**config.mk**
```make
export PLATFORM = sky130hd
export DESIGN_NAME = tile_load_arbiter
export DESIGN_NICKNAME = d
export VERILOG_FILES = /design/src/rtl/tile_load_arbiter.sv
export SDC_FILE = /design/constraint.sdc
export NUM_CORES = 1
export LEC_CHECK = 0
export CAP_MARGIN = 40
export CORE_ASPECT_RATIO = 0.75
export CORE_MARGIN = 2
export CORE_UTILIZATION = 29
export CTS_BUF_LIST = sky130_fd_sc_hd__clkbuf_8
export CTS_CLUSTER_DIAMETER = 120
export DETAILED_ROUTE_END_ITERATION = 10
export HOLD_SLACK_MARGIN = 0.1
export PLACE_DENSITY = 0.83
export SLEW_MARGIN = 15
export SYNTH_ARGS = -nofsm -noshare
export SYNTH_HDL_FRONTEND = slang
export SYNTH_SLANG_ARGS = --single-unit
```
**constraint.sdc**
```tcl
create_clock -name clk_i -period 2.4 [get_ports clk_i]
set_input_delay 0.48 -clock clk_i [delete_from_list [all_inputs] [get_ports clk_i]]
set_output_delay 0.48 -clock clk_i [all_outputs]
set_load 0.02 [all_outputs]
```
**src/rtl/tile_load_arbiter.sv**
```systemverilog
`default_nettype none
// +----------------------------------------------------------------------------+
// | tile_load_arbiter: round-robin owner of the column loader; streams one      |
// | Dim*Dim-word tile per grant, then waits for the loader or a timeout.       |
// | Revision: 1.0                                                              |
// +----------------------------------------------------------------------------+
module tile_load_arbiter #(
    parameter int Dim  = 4,
    parameter int W    = 77,
    parameter int NREQ = 2,
    parameter int TMO  = 64
) (
    input  logic                     clk_i,
    input  logic                     rst_ni,
    input  logic [NREQ-1:0]          req_v_i,
    input  logic [NREQ-1:0][W-1:0]   req_data_i,
    output logic [NREQ-1:0]          req_r_o,
    output logic [W-1:0]             ld_bit_o,
    output logic                     ld_v_o,
    input  logic                     ld_r_i,
    input  logic                     ld_done_i,
    output logic                     ld_rst_o,
    output logic [NREQ-1:0]          grant_o,
    output logic                     busy_o,
    output logic [7:0]               tile_cnt_o,
    output logic                     err_o
);

    localparam int PW = (NREQ > 1) ? $clog2(NREQ) : 1;
    localparam int CW = $clog2(Dim * Dim + 1);
    localparam int TW = $clog2(TMO + 1);
    localparam logic [CW-1:0] C_LAST_WORD = CW'(Dim * Dim - 1);
    localparam logic [TW-1:0] C_TMO_LAST  = TW'(TMO - 1);
    localparam logic [PW-1:0] C_LAST_REQ  = PW'(NREQ - 1);

    typedef enum logic [2:0] {
        S_IDLE      = 3'd0,
        S_START     = 3'd1,
        S_STREAM    = 3'd2,
        S_WAIT_DONE = 3'd3,
        S_RELEASE   = 3'd4
    } state_t;

    state_t          r_state;
    state_t          w_state_nxt;
    logic [PW-1:0]   r_gidx;
    logic [PW-1:0]   r_rr_ptr;
    logic [PW-1:0]   w_pick;
    logic [CW-1:0]   r_word_cnt;
    logic [TW-1:0]   r_tmo_cnt;
    logic [7:0]      r_tile_cnt;
    logic            r_err;
    logic            r_ld_rst;
    logic            w_xfer;
    logic [NREQ-1:0] w_onehot;

    // First valid requester at or above the round-robin pointer, wrapping.
    always_comb begin : p_pick
        int s;
        s      = 0;
        w_pick = r_rr_ptr;
        for (int k = NREQ - 1; k >= 0; k--) begin
            s = int'(r_rr_ptr) + k;
            if (s >= NREQ) begin
                s = s - NREQ;
            end
            if (req_v_i[PW'(s)]) begin
                w_pick = PW'(s);
            end
        end
    end

    assign w_onehot = {{(NREQ-1){1'b0}}, 1'b1} << r_gidx;

    always_ff @(posedge clk_i or negedge rst_ni) begin
        if (!rst_ni) begin
            r_state <= S_IDLE;
        end else begin
            r_state <= w_state_nxt;
        end
    end

    always_comb begin
        w_state_nxt = r_state;
        req_r_o     = '0;
        ld_v_o      = 1'b0;
        ld_bit_o    = '0;
        w_xfer      = 1'b0;
        unique case (r_state)
            S_IDLE: begin
                if (|req_v_i) begin
                    w_state_nxt = S_START;
                end
            end
            S_START: begin
                w_state_nxt = S_STREAM;
            end
            S_STREAM: begin
                ld_v_o           = req_v_i[r_gidx];
                req_r_o[r_gidx]  = ld_r_i;
                if (ld_v_o) begin
                    ld_bit_o = req_data_i[r_gidx];
                end
                w_xfer = ld_v_o & ld_r_i;
                if (w_xfer && (r_word_cnt == C_LAST_WORD)) begin
                    w_state_nxt = S_WAIT_DONE;
                end
            end
            S_WAIT_DONE: begin
                if (ld_done_i || (r_tmo_cnt == C_TMO_LAST)) begin
                    w_state_nxt = S_RELEASE;
                end
            end
            S_RELEASE: begin
                w_state_nxt = S_IDLE;
            end
            default: begin
                w_state_nxt = S_IDLE;
            end
        endcase
    end

    // Loader restart is registered so it stays high through reset and drops
    // on the first clock edge after rst_ni rises.
    always_ff @(posedge clk_i or negedge rst_ni) begin
        if (!rst_ni) begin
            r_ld_rst   <= 1'b1;
            r_gidx     <= '0;
            r_rr_ptr   <= '0;
            r_word_cnt <= '0;
            r_tmo_cnt  <= '0;
            r_tile_cnt <= '0;
            r_err      <= 1'b0;
        end else begin
            r_ld_rst <= (w_state_nxt == S_START);
            if ((r_state == S_IDLE) && (|req_v_i)) begin
                r_gidx <= w_pick;
            end
            if (r_state == S_START) begin
                r_word_cnt <= '0;
            end else if (w_xfer) begin
                r_word_cnt <= r_word_cnt + CW'(1);
            end
            if (r_state == S_WAIT_DONE) begin
                r_tmo_cnt <= r_tmo_cnt + TW'(1);
            end else begin
                r_tmo_cnt <= '0;
            end
            if ((r_state == S_WAIT_DONE) && !ld_done_i && (r_tmo_cnt == C_TMO_LAST)) begin
                r_err <= 1'b1;
            end
            if (r_state == S_RELEASE) begin
                r_tile_cnt <= r_tile_cnt + 8'd1;
                r_rr_ptr   <= (r_gidx == C_LAST_REQ) ? '0 : r_gidx + PW'(1);
            end
        end
    end

    always_comb begin
        grant_o = '0;
        if ((r_state == S_START) || (r_state == S_STREAM) || (r_state == S_WAIT_DONE)) begin
            grant_o = w_onehot;
        end
    end

    assign busy_o     = (r_state != S_IDLE);
    assign ld_rst_o   = r_ld_rst;
    assign tile_cnt_o = r_tile_cnt;
    assign err_o      = r_err;

endmodule
`default_nettype wire

```
# Yosys cells after proc, flatten, opt, wreduce, memory -nomap -nowiden
# Index checks and enable logic that the tools add are counted.
classes:
  n_shift: 1
  multipliers: 0
  reduce_logical: 13
  bitwise_logic: 2
  add_sub_neg: 7
  eq_ne: 7
  n_div: 0
  n_lt_le_gt_ge: 6
  mux: 28
ops:
  columns: ["operator", "n"]
  rows:
  - ["2-to-1 mux 77 bit", 4]
  - ["2-to-1 mux 1 bit", 14]
  - ["case mux 3 bit (4 select lines)", 1]
  - ["2-to-1 mux 5 bit", 2]
  - ["2-to-1 mux 3 bit", 3]
  - ["adder 8 x 1 -> 8 bit, second input constant", 1]
  - ["adder 7 x 1 -> 7 bit, second input constant", 1]
  - ["== test 7 x 6 -> 1 bit, second input constant", 1]
  - ["2-to-1 mux 7 bit", 1]
  - ["== test 3 x 1 -> 1 bit, second input constant", 2]
  - ["== test 3 x 2 -> 1 bit, second input constant", 2]
  - ["< comparator 1 x 3 -> 1 bit, second input constant", 2]
  - ["adder 5 x 1 -> 5 bit, second input constant", 1]
  - ["== test 5 x 4 -> 1 bit, second input constant", 1]
  - ["logical AND 1 bit", 5]
  - ["2-to-1 mux 2 bit", 2]
  - ["== test 3 bit, second input constant", 1]
  - ["logical NOT 3 bit", 1]
  - ["logical OR 1 bit", 3]
  - ["nonzero test 3 bit", 1]
  - ["adder 1 x 1 -> 2 bit, second input constant", 1]
  - ["AND 2 bit", 1]
  - ["greater-or-equal comparator 1 x 2 -> 1 bit, second input constant", 1]
  - ["greater-or-equal comparator 2 bit, second input constant", 1]
  - ["10 further kinds", 11]
totals:
  in_bits: 160
  wordCells: 72
  latchBits: 0
  register_bits: 27
  output_inout_bits: 93
  mem_count: 0
  rom_bits: 0
  mem_bits_rw: 0

# Longest topological paths before layout
# Gate-level depths: netlist of the first run.
depth:
  word_depth: 8
  mapped_depth: 6
  ltp_nobuf: 4

# Worst setup path after synthesis of the first run
# Ideal clock, no wire load.
synth_path:
  path_kind: "in2out"
  start: "in req_v_i[1]"
  end: "out ld_bit_o[57]"
  path_slack_ns: 0.093
  arrival_time_ns: 1.827
  n_path_buf: 3
  required_time_ns: 1.920
  stages: 6
  path_cell_list: "mux2i_1 > or4b_1 > clkbuf_1 > buf_2 > buf_2 > nor2_1"
synth_via:
  elab_chain_cells: 4
synth_lines:
  columns: ["element", "line", "rtl"]
  rows:
  - ["start: declaration", "15", "input logic [NREQ-1:0] req_v_i,"]
  - ["2-to-1 mux 1 bit (implied by the code) (2 in a row)", "99", "ld_v_o = req_v_i[r_gidx];"]
  - ["2-to-1 mux 77 bit", "101", "if (ld_v_o) begin"]
  - ["2-to-1 mux 77 bit", "89", "unique case (r_state)"]
  - ["end: declaration", "18", "output logic [W-1:0] ld_bit_o,"]
# No other way between the ends. The select of a mux whose other input is x is not followed.

# Final worst setup path of the first run
layout_path:
  start: "reg r_gidx"
  end: "out ld_bit_o[46]"
layout_via:
  elab_chain_cells: 4
  word_cells_on_any_way: 6
  classes_between: "6 x mux"
layout_lines:
  columns: ["element", "line", "rtl"]
  rows:
  - ["start: declaration", "46", "logic [PW-1:0] r_gidx;"]
  - ["start signal: assignment", "137", "r_gidx <= w_pick;"]
  - ["2-to-1 mux 77 bit (implied by the code) / 2-to-1 mux 1 bit (equally long branches) (2 in a row)", "102, 99", null]
  - ["2-to-1 mux 77 bit (*)", "101", null]
  - ["2-to-1 mux 77 bit (*)", "89", null]
# Mark *: on every way between the ends. The rest lies on a longest branch, timed or not. The select of a mux whose other input is x is not followed.

==> results.md, run 1 <==
- The number of failing setup endpoints in the final timing report is 79.
- Adding up every negative setup slack in the final design gives -13.99 ns.
- The highest clock rate is 376.3 MHz.
- The area growth from synthesis to layout is 149.8%.
- The effective utilization at floorplan is 30.01%.
- The most critical setup path has its endpoint at ld_bit_o[46].
- After detailed routing, the number of remaining DRC violations is 0.
- The maximum fanout count along the critical path is 6.
- Routability-driven placement finished with a final weighted congestion of 0.9067.
- On the final layout, the worst hold slack is 0.4746 ns.
- The post-detailed-placement half-perimeter wirelength is 10100 um.
- The number of endpoints with negative hold slack in the final report is 0.
- The clock-pin slew on the worst setup and hold paths is 0.09 ns.
- The number of different library cells used by synthesis comes to 31.
- The detailed-routing iteration count for the pre-antenna-repair pass is 4.
- The number of buffers added on ports is 252.
- Of the available clock period, the critical path in the final layout requires 110.7%.
- The via count of the first global-routing pass is 3363.
- The floorplan has 28 rows.
- The library cell used most frequently in the layout, excluding fill and tap cells, is clkdlybuf4s50_1.
- The total of warnings raised by yosys is 0.
- At the worst endpoint, the required time is 1.92 ns.
- In this run the static leakage power is 2.538 nW.
- The worst min-delay path category is reg -> reg.
- Wires add up to 14400 um.
- The max-slew headroom at the worst pin is 54.04%.
- In the global route stage, overall resource usage came out at 27.80%.
- The run finished, with violations left.
- The CTS tree is built.
- The repair_antennas step left the layout with diodes totalling 0.
- The post-synthesis cell type with the largest combined area is mux2i_1.
- Across the whole layout, storage elements account for 680.7 sq um.
- In the layout the commonest cells are clkdlybuf4s50_1, mux2i_1, buf_6, buf_4, nor2_4.
- For this design the top-level I/O count stands at 253.
- The critical path in this run is classified as reg -> out.
- By area the synthesized netlist is led by mux2i_1, dfrtp_1, nor2_1, clkbuf_1, ha_1.
- Sequential cells were found to cover 28.49% of the synthesized design area.
- The number of clock sinks seen by CTS is 27.
- The deepest clock path buffer count is 2.
- The initial antenna violation count is 0.
- The number of slew-limit violations in the final report was 0.
- The endpoint of the worst-slack reg-to-reg timing path is r_word_cnt[3].
- STA classifies the critical path endpoint as a primary output.
- The number of nets in the finished design is 730.
- The worst setup path is launched from a flop.
- The detailed router finished its first iteration with 95 violations.
- Global routing finished with a remaining overflow of 0.
- The count of hold-fix buffers inserted at cts is 0.
- The number of buffers created by CTS is 3.
- Averaged over all synthesized cells, the footprint is 8.193 sq um.
- The post-synthesis net count is 454.
- The final worst-path setup slack is -0.2578 ns.
- The number of synthesized register bits is 27.
- In this run the number of H-tree levels came out at 1.
- At the later pin of the worst-skew pair, clock insertion delay measures 0.27 ns.
- The routed layout has 3442 vias.
- The top cell type's share of synthesized area is 34.54%.
- The launch point of the critical path is r_gidx.
- The die boundary width is 108.5 um.
- The via density per instance is 5.137.
- The worst register-to-register path has a depth of 12.
- The worst slack at placement is -0.8824 ns.
- In this run the remaining antenna-violating nets after routing total 0.
- At the pin with the least slew margin, the transition time is 0.6873 ns.
- The first global-routing pass estimated 18440 um of wire.
- The worst-case IR drop observed on VDD is 0.5455 mV.
- The fraction of final layout cells with drive strength greater than 1 is 35.22%.
- The area of the core is 7918 sq um.
- The final reports fail on negative setup slack.
- At the worst endpoint, the arrival time is 2.18 ns.
- The reg-to-reg setup timing slack is -0.05 ns.
- The height of the chip is 82.39 um.
- In the final routed layout, each cell accounts on average for 21.49 um.
- Between clock sinks in the finished design, the worst skew comes to 0.008950 ns.
- The number of instances in the synthesized netlist is 290.
- Power spread over the standard cell area amounts to 901.8 nW/um^2.
- Along the worst hold path, the cell count comes to 1.
- The synthesized area is 2376 sq um.
- Entering global routing, the biggest net connects 40 pins.
- In the final layout, the multi-input gates occupy 1963 sq um.
- At the end of the flow the core is filled with cells to 74.95%.
- Counting I/O delays and the setup requirement, the final critical path takes 2.658 ns.
- In this run the critical register-to-register path is launched from r_gidx.
- Across the run, the number of max-cap violations was 0.
- The total of fill cells in the finished design is 571.
- Setup repair after global routing could not meet its margin everywhere.
- The area of the die is 8941 sq um.
- The root cell of the clock tree is clkbuf_8.
## worst min path at each step
stage | startpoint | endpoint | slack (ns)
floorplan | rst_ni | err_o | 0.18
global placement | r_tmo_cnt[0] | r_tmo_cnt[0] | 0.45
detailed placement | r_tmo_cnt[0] | r_tmo_cnt[0] | 0.46
CTS | r_tmo_cnt[0] | r_tmo_cnt[0] | 0.47
global route | tile_cnt_o[7] | tile_cnt_o[7] | 0.52
finish | tile_cnt_o[7] | tile_cnt_o[7] | 0.47
## metrics by stage
step                      power (mW)  area (sq um)  instances
after floorplan                2.390          2376        290
after global routing           5.585          5934        670
final                          5.352          5934        670
after detailed placement       3.775          5042        637
after CTS                      4.856          5590        665
after global placement         3.724          5042        637
## cells by family after synthesis
group                      Yosys count  synth area share, %
xor gates and xnor gates            10                3.686
DFF                                 27                28.49
buffers and inverters               28                4.634
adders and majority gates            4                2.106
and+or+nand+nor                    125                22.54
muxes                               83                35.02
AOI/OAI and AO/OA                   13                3.528
## sequential cells by signal, summed over array words and instances, names as in the netlist
register,flops
err_o,1
r_word_cnt,5
r_gidx,1
tile_cnt_o,8
ld_rst_o,1
r_tmo_cnt,7
r_state,3
r_rr_ptr,1
## worst max-delay path, stage by stage (launching register included)
cell and delay [ns]:
dfrtp_4 0.50, mux2i_1 0.15, or4b_4 0.58, buf_12 0.18, buf_16 0.13, buf_4 0.14
nor2_4 0.09, buf_6 0.12
## power breakdown
group	switching, mW	total, mW	internal (mW)
Combinational	2.24	4.45	2.22
Sequential	0.0834	0.646	0.563
Clock	0.136	0.251	0.115
## per-layer routing
metal | track usage, % | wire [um] | vias to the layer above
met5 | 0 | 0 | -
met4 | 17.95 | 909 | 0
met3 | 6.593 | 1009 | 55
met2 | 53.00 | 7826 | 201
met1 | 27.34 | 4655 | 1642
li1 | - | - | 1544
## cell usage after synthesis (all sizes together)
master / number
nor3b: 2
xor2: 5
a21oi: 3
o21ai: 3
nand2: 12
or3b: 2
dfstp: 1
and3: 2
inv: 7
xnor2: 5
mux2: 1
nor3: 2
dfrtp: 26
nand3b: 1
o21bai: 1
nand4: 3
a31oi: 1
nand3: 4
nand4bb: 1
nor2: 91
or4: 1
clkbuf: 16
a221o: 1
a21boi: 1
ha: 4
o31ai: 3
mux2i: 82
or4b: 1
buf: 5
or3: 3
## cell type report
type / count / share of cell area [%]
multi-input combinational: 235 / 33.08
inverter: 7 / 0.4428
clock inverter: 1 / 0.06325
tap: 105 / 2.214
timing repair buffer: 292 / 52.03
sequential: 27 / 11.47
clock buffer: 3 / 0.6958
## what timing repair did
item                                    4_1_cts  5_1_grt
resized for setup                           460       80
buffers inserted                             17        3
pin swaps                                    22        0
gates cloned                                  7        2
endpoints found under the setup margin       78       86
hold endpoints to repair                      0        0
Power figures use the tool's default switching activity.
==> run 2: changes to the inputs <==
--- a/config.mk
+++ b/config.mk
@@ -5,15 +5,15 @@
 export SDC_FILE = /design/constraint.sdc
 export NUM_CORES = 1
 export LEC_CHECK = 0
+export ABC_CLOCK_PERIOD_IN_PS = 2400
 export CAP_MARGIN = 40
-export CORE_ASPECT_RATIO = 0.75
-export CORE_MARGIN = 2
-export CORE_UTILIZATION = 29
+export CORE_AREA = 2 2 97 99
 export CTS_BUF_LIST = sky130_fd_sc_hd__clkbuf_8
 export CTS_CLUSTER_DIAMETER = 120
 export DETAILED_ROUTE_END_ITERATION = 10
+export DIE_AREA = 0 0 99 101
 export HOLD_SLACK_MARGIN = 0.1
-export PLACE_DENSITY = 0.83
+export PLACE_DENSITY = 0.77
 export SLEW_MARGIN = 15
 export SYNTH_ARGS = -nofsm -noshare
 export SYNTH_HDL_FRONTEND = slang
==> constraint.sdc (replaced) <==
create_clock -name clk_i -period 2.4 [get_ports clk_i]
set_input_delay 0.36 -clock clk_i [delete_from_list [all_inputs] [get_ports clk_i]]
set_output_delay 0.36 -clock clk_i [all_outputs]
set_load 0.02 [all_outputs]
==> results.md, run 2 (same netlist as run 1, synthesis figures left out) <==
- Setup repair after global routing could not meet its margin everywhere.
- The deepest clock path buffer count came to 2 (unchanged).
- The reg-to-reg setup timing slack was 0.72 ns (+0.77 ns).
- The number of top-level design ports is 253 (unchanged).
- The via count of the first global-routing pass is 3005 (-11%).
- The number of DRC violations after detailed routing is 0 (unchanged).
- The setup fix buffers added after clock tree synthesis is 0 (-17).
- The number of nets in the finished design came to 701 (-4.0%).
- The flow ran to the end, and the final reports show no timing, DRC or antenna violations.
- The placer's final routability congestion estimate is 0.8553 (-5.7%).
- The number of slew-limit violations in the final report was 0 (unchanged).
- The height of the chip came to 101 um (+23%).
- The finished layout cell area was 4851 sq um (-18%).
- The pin count of the biggest net entering global routing is 51 (+28%).
- The effective utilization at floorplan is 26.47% (-3.5 points).
- The remaining number of nets flagged by the antenna check after routing is 0 (unchanged).
- The transition time at the pin with the least slew margin is 0.5369 ns (-0.1504 ns).
- The area of the die is 9999 sq um (+12%).
- The root cell of the clock tree is clkbuf_8.
- The overall routing resource usage is 20.32% (-7.5 points).
- The CTS tree is built.
- The number of flip-flops in the largest register was 8 (unchanged).
- The clock-pin slew on the worst setup and hold paths is 0.09 ns (about the same).
- The commonest non-fill, non-tap cell in the layout is clkdlybuf4s50_1.
- The leakage power of the design is 2.238 nW (-12%).
- The required time of the critical path is 2.04 ns (+0.12 ns).
- The sum of negative setup slack was 0 ns (+13.99 ns).
- The highest clock rate is 422.3 MHz (+12%).
- The area of the core came to 8977 sq um (+13%).
- The number of buffers added on ports came to 252 (unchanged).
- The portion of the clock cycle consumed by the worst path in the final layout is 98.66% (-12 points).
- The detailed-routing iteration count for the pre-antenna-repair pass is 4 (unchanged).
- The worst-skew pair later-pin latency is 0.27 ns (about the same).
- The count of standard-cell rows is 35 (+25%).
- The initial antenna violation count came to 0 (unchanged).
- The fraction of final layout cells with drive strength greater than 1 was 19.03% (-16 points).
- The post-detailed-placement half-perimeter wirelength is 9331 um (-7.6%).
- The initial detailed-routing violation count is 45 (-53%).
- The critical path data arrival time is 2.01 ns (-0.17 ns).
- The H-tree depth reported by CTS was 1 (unchanged).
- The routed wire length is 11220 um (-22%).
- The diode insertion count for antenna repair is 0 (unchanged).
- The areal power density over the cells was 796.1 nW/um^2 (-12%).
- The kind of start point of the critical path is an input port.
- The die boundary width came to 99 um (-8.8%).
- The number of max-capacitance violations reported was 0 (unchanged).
- The tightest min-delay check is of the in -> async type.
- The global-route congestion overflow total is 0 (unchanged).
- The maximum VDD drop came to 0.5213 mV (-4.4%).
- The number of clock sinks seen by CTS is 27 (unchanged).
- The area added between synthesis and finish is 104.2%.
- The global-route wire length before repair is 15980 um (-13%).
- The final worst-path setup slack was 0.03217 ns (+0.2899 ns).
- The cell total after placement came to 642 (+0.78%).
- STA classifies the critical path endpoint as a primary output.
- The worst slack at placement was -0.6128 ns (+0.2696 ns).
- The number of failing setup endpoints in the final timing report is 0 (-100%).
- The via density per instance is 4.708 (-8.4%).
- The minimum clock period after layout came to 2.368 ns (-0.2899 ns).
- The max-slew headroom at the worst pin is 64.13% (+10 points).
- The count of hold-fix buffers inserted at cts was 0 (unchanged).
- The setup path with the least slack is of type in -> out.
- The via count is 3046 (-12%).
- The number of endpoints with negative hold slack in the final report came to 0 (unchanged).
- The average wire per standard cell is 17.34 um (-19%).
- The top cell types in the final layout, fill and taps aside, are clkdlybuf4s50_1, nor2_1, mux2i_1, buf_2, buf_4.
- The number of buffers created by CTS was 3 (unchanged).
- The area after detailed placement was 5067 sq um (+0.50%).
- The clock skew is 0.006040 ns (-0.002910 ns).
- The maximum fanout count along the critical path was 50 (+44).
- The final cell count without fillers came to 647 (-3.4%).
==> run 2: cell count changes in the layout (fill, tap and decap cells not counted), sizes merged <==
cell           change
buf               -29
bufbuf             +1
clkbuf             -1
clkdlybuf4s50      +3
dlygate4sd2        -2
dlymetal6s2s       -1
==> run 2: area by class of cell <==
type,count,area [sq um]
fill,860,4126
inverter,7,26.28
multi-input combinational,235,1603
clock buffer,3,41.29
sequential,27,680.7
timing repair buffer,263,2357
clock inverter,1,3.754
tap,111,138.9
==> run 2: worst max-delay path, stage by stage <==
cell and delay, ns:
clkdlybuf4s50_1 0.48, mux2i_1 0.10, or4b_4 0.54, buf_12 0.20
nor2_1 0.12, buf_2 0.17
==> run 2: metrics by stage <==
stage	power [mW]	util [%]	hold slack (ns)
6_report	3.862	54.03	0.4517
5_1_grt	4.112	54.03	0.4934
4_1_cts	3.816	53.20	0.4630
3_5_place_dp	3.796	56.45	0.4550
3_3_place_gp	3.762	56.45	0.4438
2_1_floorplan	2.390	-	0.06441
==> run 2: where the power goes <==
part	total, mW	switching (mW)	internal [mW]
sequential	0.641	0.0785	0.563
clock	0.254	0.139	0.115
combinational	2.97	1.61	1.36
==> run 2: layer usage <==
metal  wire [um]  track usage, %  vias to the layer above
met5           0               0                        -
met3        1045           6.727                       20
li1            -               -                     1473
met2        5796           37.11                      169
met4         309           6.428                        0
met1        4071           22.21                     1384
==> run 2: final timing paths <==
kind	startpoint	to	cells after the start
max	req_v_i[0]	ld_bit_o[48]	6
min	rst_ni	r_rr_ptr	2
min reg2reg	r_tmo_cnt[0]	r_tmo_cnt[0]	1
max reg2reg	r_state[0]	r_word_cnt[3]	5
min in group clk_i	r_tmo_cnt[0]	r_tmo_cnt[0]	1
max in group asynchronous	rst_ni	ld_rst_o	2
==> run 2: timing repair <==
item | in CTS | in global routing
gates resized for setup | 311 | 33
setup endpoints to repair | 78 | 58
pin swaps | 0 | 0
gates cloned | 1 | 0
==> run 3: changes to the inputs <==
--- a/config.mk
+++ b/config.mk
@@ -7,11 +7,11 @@
 export LEC_CHECK = 0
 export ABC_CLOCK_PERIOD_IN_PS = 2400
 export CAP_MARGIN = 40
-export CORE_AREA = 2 2 97 99
+export CORE_AREA = 3 3 98 100
 export CTS_BUF_LIST = sky130_fd_sc_hd__clkbuf_8
 export CTS_CLUSTER_DIAMETER = 120
 export DETAILED_ROUTE_END_ITERATION = 10
-export DIE_AREA = 0 0 99 101
+export DIE_AREA = 0 0 101 103
 export HOLD_SLACK_MARGIN = 0.1
 export PLACE_DENSITY = 0.77
 export SLEW_MARGIN = 15
==> results.md, run 3 (same netlist as run 1, synthesis figures left out) <==
- The number of flip-flops in the largest register was 8 (unchanged).
- The portion of the clock cycle consumed by the worst path in the final layout is 103.5% (+4.8 points).
- The pin count of the biggest net entering global routing was 37 (-27%).
- The critical path data arrival time is 2.12 ns (+0.11 ns).
- The overall routing resource usage came to 22.45% (+2.1 points).
- The die boundary width is 101 um (+2.0%).
- The initial antenna violation count is 1 (+1).
- The slowest cell on the critical path is or4b_4.
- The total power of the final layout was 4.376 mW (+13%).
- The average wire per standard cell is 19.71 um (+14%).
- The initial detailed-routing violation count is 64 (+42%).
- The H-tree depth reported by CTS was 1 (unchanged).
- The minimum clock period after layout was 2.483 ns (+0.1151 ns).
- The detailed-routing iteration count for the pre-antenna-repair pass is 4 (unchanged).
- The via count of the first global-routing pass was 2985 (-0.67%).
- The effective utilization at floorplan is 27.11% (+0.65 points).
- In the layout the commonest cells are clkdlybuf4s50_1, mux2i_1, nor2_1, buf_4.
- The total buffers and inverters traversed by the critical path is 3 (unchanged).
- The number of DRC violations after detailed routing is 0 (unchanged).
- The core occupancy in the finished layout is 59.75% (+5.7 points).
- The height of the chip is 103 um (+2.0%).
- The clock skew came to 0.003691 ns (-0.002349 ns).
- STA classifies the critical path startpoint as a flop.
- The cell sitting at the root of the clock tree is a clkbuf_8.
- The worst slack at placement is -0.6354 ns (-0.02265 ns).
- The max-slew headroom at the worst pin is 68.96% (+4.8 points).
- The via count is 3071 (+0.82%).
- The maximum VDD drop is 0.4048 mV (-22%).
- The number of top-level design ports is 253 (unchanged).
- The worst hold slack after final layout is 0.4373 ns (-0.01442 ns).
- The areal power density over the cells was 835.8 nW/um^2 (+5.0%).
- The via density per instance came to 4.747 (+0.82%).
- Grouping stages by cell kind, the critical path spends the most delay in simple AND/OR/NAND/NOR gates.
- The final worst-path setup slack is -0.08294 ns (-0.1151 ns).
- The count of standard-cell rows is 34 (-2.9%).
- The maximum fanout count along the critical path is 15 (-70%).
- The number of endpoints with negative hold slack in the final report was 0 (unchanged).
- The area added between synthesis and finish is 120.4%.
- The setup path with the least slack is of type reg -> out.
- Setup repair after global routing could not meet its margin everywhere.
- The number of failing setup endpoints in the final timing report is 32 (+32).
- The area after detailed placement was 5059 sq um (-0.17%).
- The number of buffers created by CTS came to 3 (unchanged).
- The number of clock sinks seen by CTS is 27 (unchanged).
- The peak per-stage delay on the critical path was 0.55 ns (about the same).
- The routed wire length is 12750 um (+14%).
- The deepest clock path buffer count is 2 (unchanged).
- The area of the die was 10400 sq um (+4.0%).
- The flow ran to the end, but the final reports show violations.
- The critical path goes through mux2i_2, or4b_4, buf_12, buf_16, nor2_2, buf_6.
- The leakage power of the design is 2.297 nW (+2.6%).
- The number of nets in the finished design is 704 (+0.43%).
- The clock-pin slew on the worst setup and hold paths is 0.10 ns (about the same).
- The transition time at the pin with the least slew margin was 0.4646 ns (-0.07225 ns).
- The tightest min-delay check is of the in -> async type.
- The area of the core is 8763 sq um (-2.4%).
- The diode insertion count for antenna repair came to 0 (unchanged).
- The highest clock rate came to 402.7 MHz (-4.6%).
- The remaining number of nets flagged by the antenna check after routing is 0 (unchanged).
- The global-route congestion overflow total is 0 (unchanged).
- The post-detailed-placement half-perimeter wirelength is 10260 um (+9.9%).
- The fraction of final layout cells with drive strength greater than 1 is 24.86% (+5.8 points).
- The number of max-capacitance violations reported was 0 (unchanged).
- The checks that failed: negative setup slack.
- The required time of the critical path is 2.04 ns (about the same).
- The worst-skew pair later-pin latency came to 0.28 ns (about the same).
- The number of slew-limit violations in the final report is 0 (unchanged).
- Leaving out fill and tap cells, the most frequent cell in the layout is clkdlybuf4s50_1.
- STA classifies the critical path endpoint as a primary output.
- The finished layout cell area was 5236 sq um (+7.9%).
- The count of hold-fix buffers inserted at cts is 0 (unchanged).
- The CTS tree is built.
- The global-route wire length before repair is 17600 um (+10%).
- The number of buffers added on ports is 252 (unchanged).
- The placer's final routability congestion estimate came to 0.8391 (-1.9%).
[run 3: cell count changes in the layout (fill, tap and decap cells not counted), moves of 2 or more]
| cell | change |
|---|---|
| nor2_2 | +22 |
| buf_4 | +15 |
| buf_6 | +26 |
| nor2_4 | +5 |
| buf_12 | +2 |
| buf_2 | -41 |
| nor2_1 | -27 |
| buf_16 | +2 |
[run 3: power breakdown]
group          switching [mW]  total, mW  internal (mW)
Clock                   0.154      0.272          0.118
Combinational            1.78       3.46           1.68
Sequential             0.0824      0.645          0.563
Total                    2.02       4.38           2.36
[run 3: per-stage QoR]
step,setup TNS [ns],std cells
2_1_floorplan,0,290
3_3_place_gp,-41.75,639
3_5_place_dp,-44.62,639
4_1_cts,-2.854,647
5_1_grt,-4.351,647
6_report,-1.937,647
[run 3: worst paths after layout]
kind,from,endpoint,slack [ns],cells after the start
setup / recovery,r_gidx,ld_bit_o[43],-0.08,6
max in group asynchronous,rst_ni,ld_rst_o,1.65,2
hold / removal,rst_ni,err_o,0.44,2
hold reg to reg,r_tmo_cnt[0],r_tmo_cnt[0],0.47,1
min in group clk_i,r_tmo_cnt[0],r_tmo_cnt[0],0.47,1
setup reg to reg,r_state[0],r_word_cnt[3],0.63,5
[run 3: area by class of cell]
cell class | count | area (sq um)
inverter | 7 | 26.28
tap | 108 | 135.1
multi-input combinational | 235 | 1699
clock buffer | 3 | 41.29
fill | 785 | 3527
timing repair buffer | 266 | 2646
clock inverter | 1 | 7.507
sequential | 27 | 680.7
[run 3: what timing repair did]
item / 4_1_cts / 5_1_grt
setup buffers: 1 / 0
endpoints found under the setup margin: 82 / 81
resized for setup: 362 / 77
pin swaps: 1 / 1
cloned: 3 / 0
[run 3: metal layers]
metal | track usage, % | up-vias | routed length, um
met5 | 0 | - | 13
met4 | 2.658 | 2 | 112
met3 | 8.999 | 12 | 1472
met2 | 38.68 | 155 | 6264
met1 | 27.33 | 1420 | 4888
li1 | - | 1482 | -
[run 3: worst reg2reg max path, delay by kind of cell, from the launching register on]
family	cells	cell delay, ns
AOI/OAI and AO/OA	1	0.19
buffers and inverters	2	0.37
DFF	1	0.39
and+or+nand+nor	2	0.74
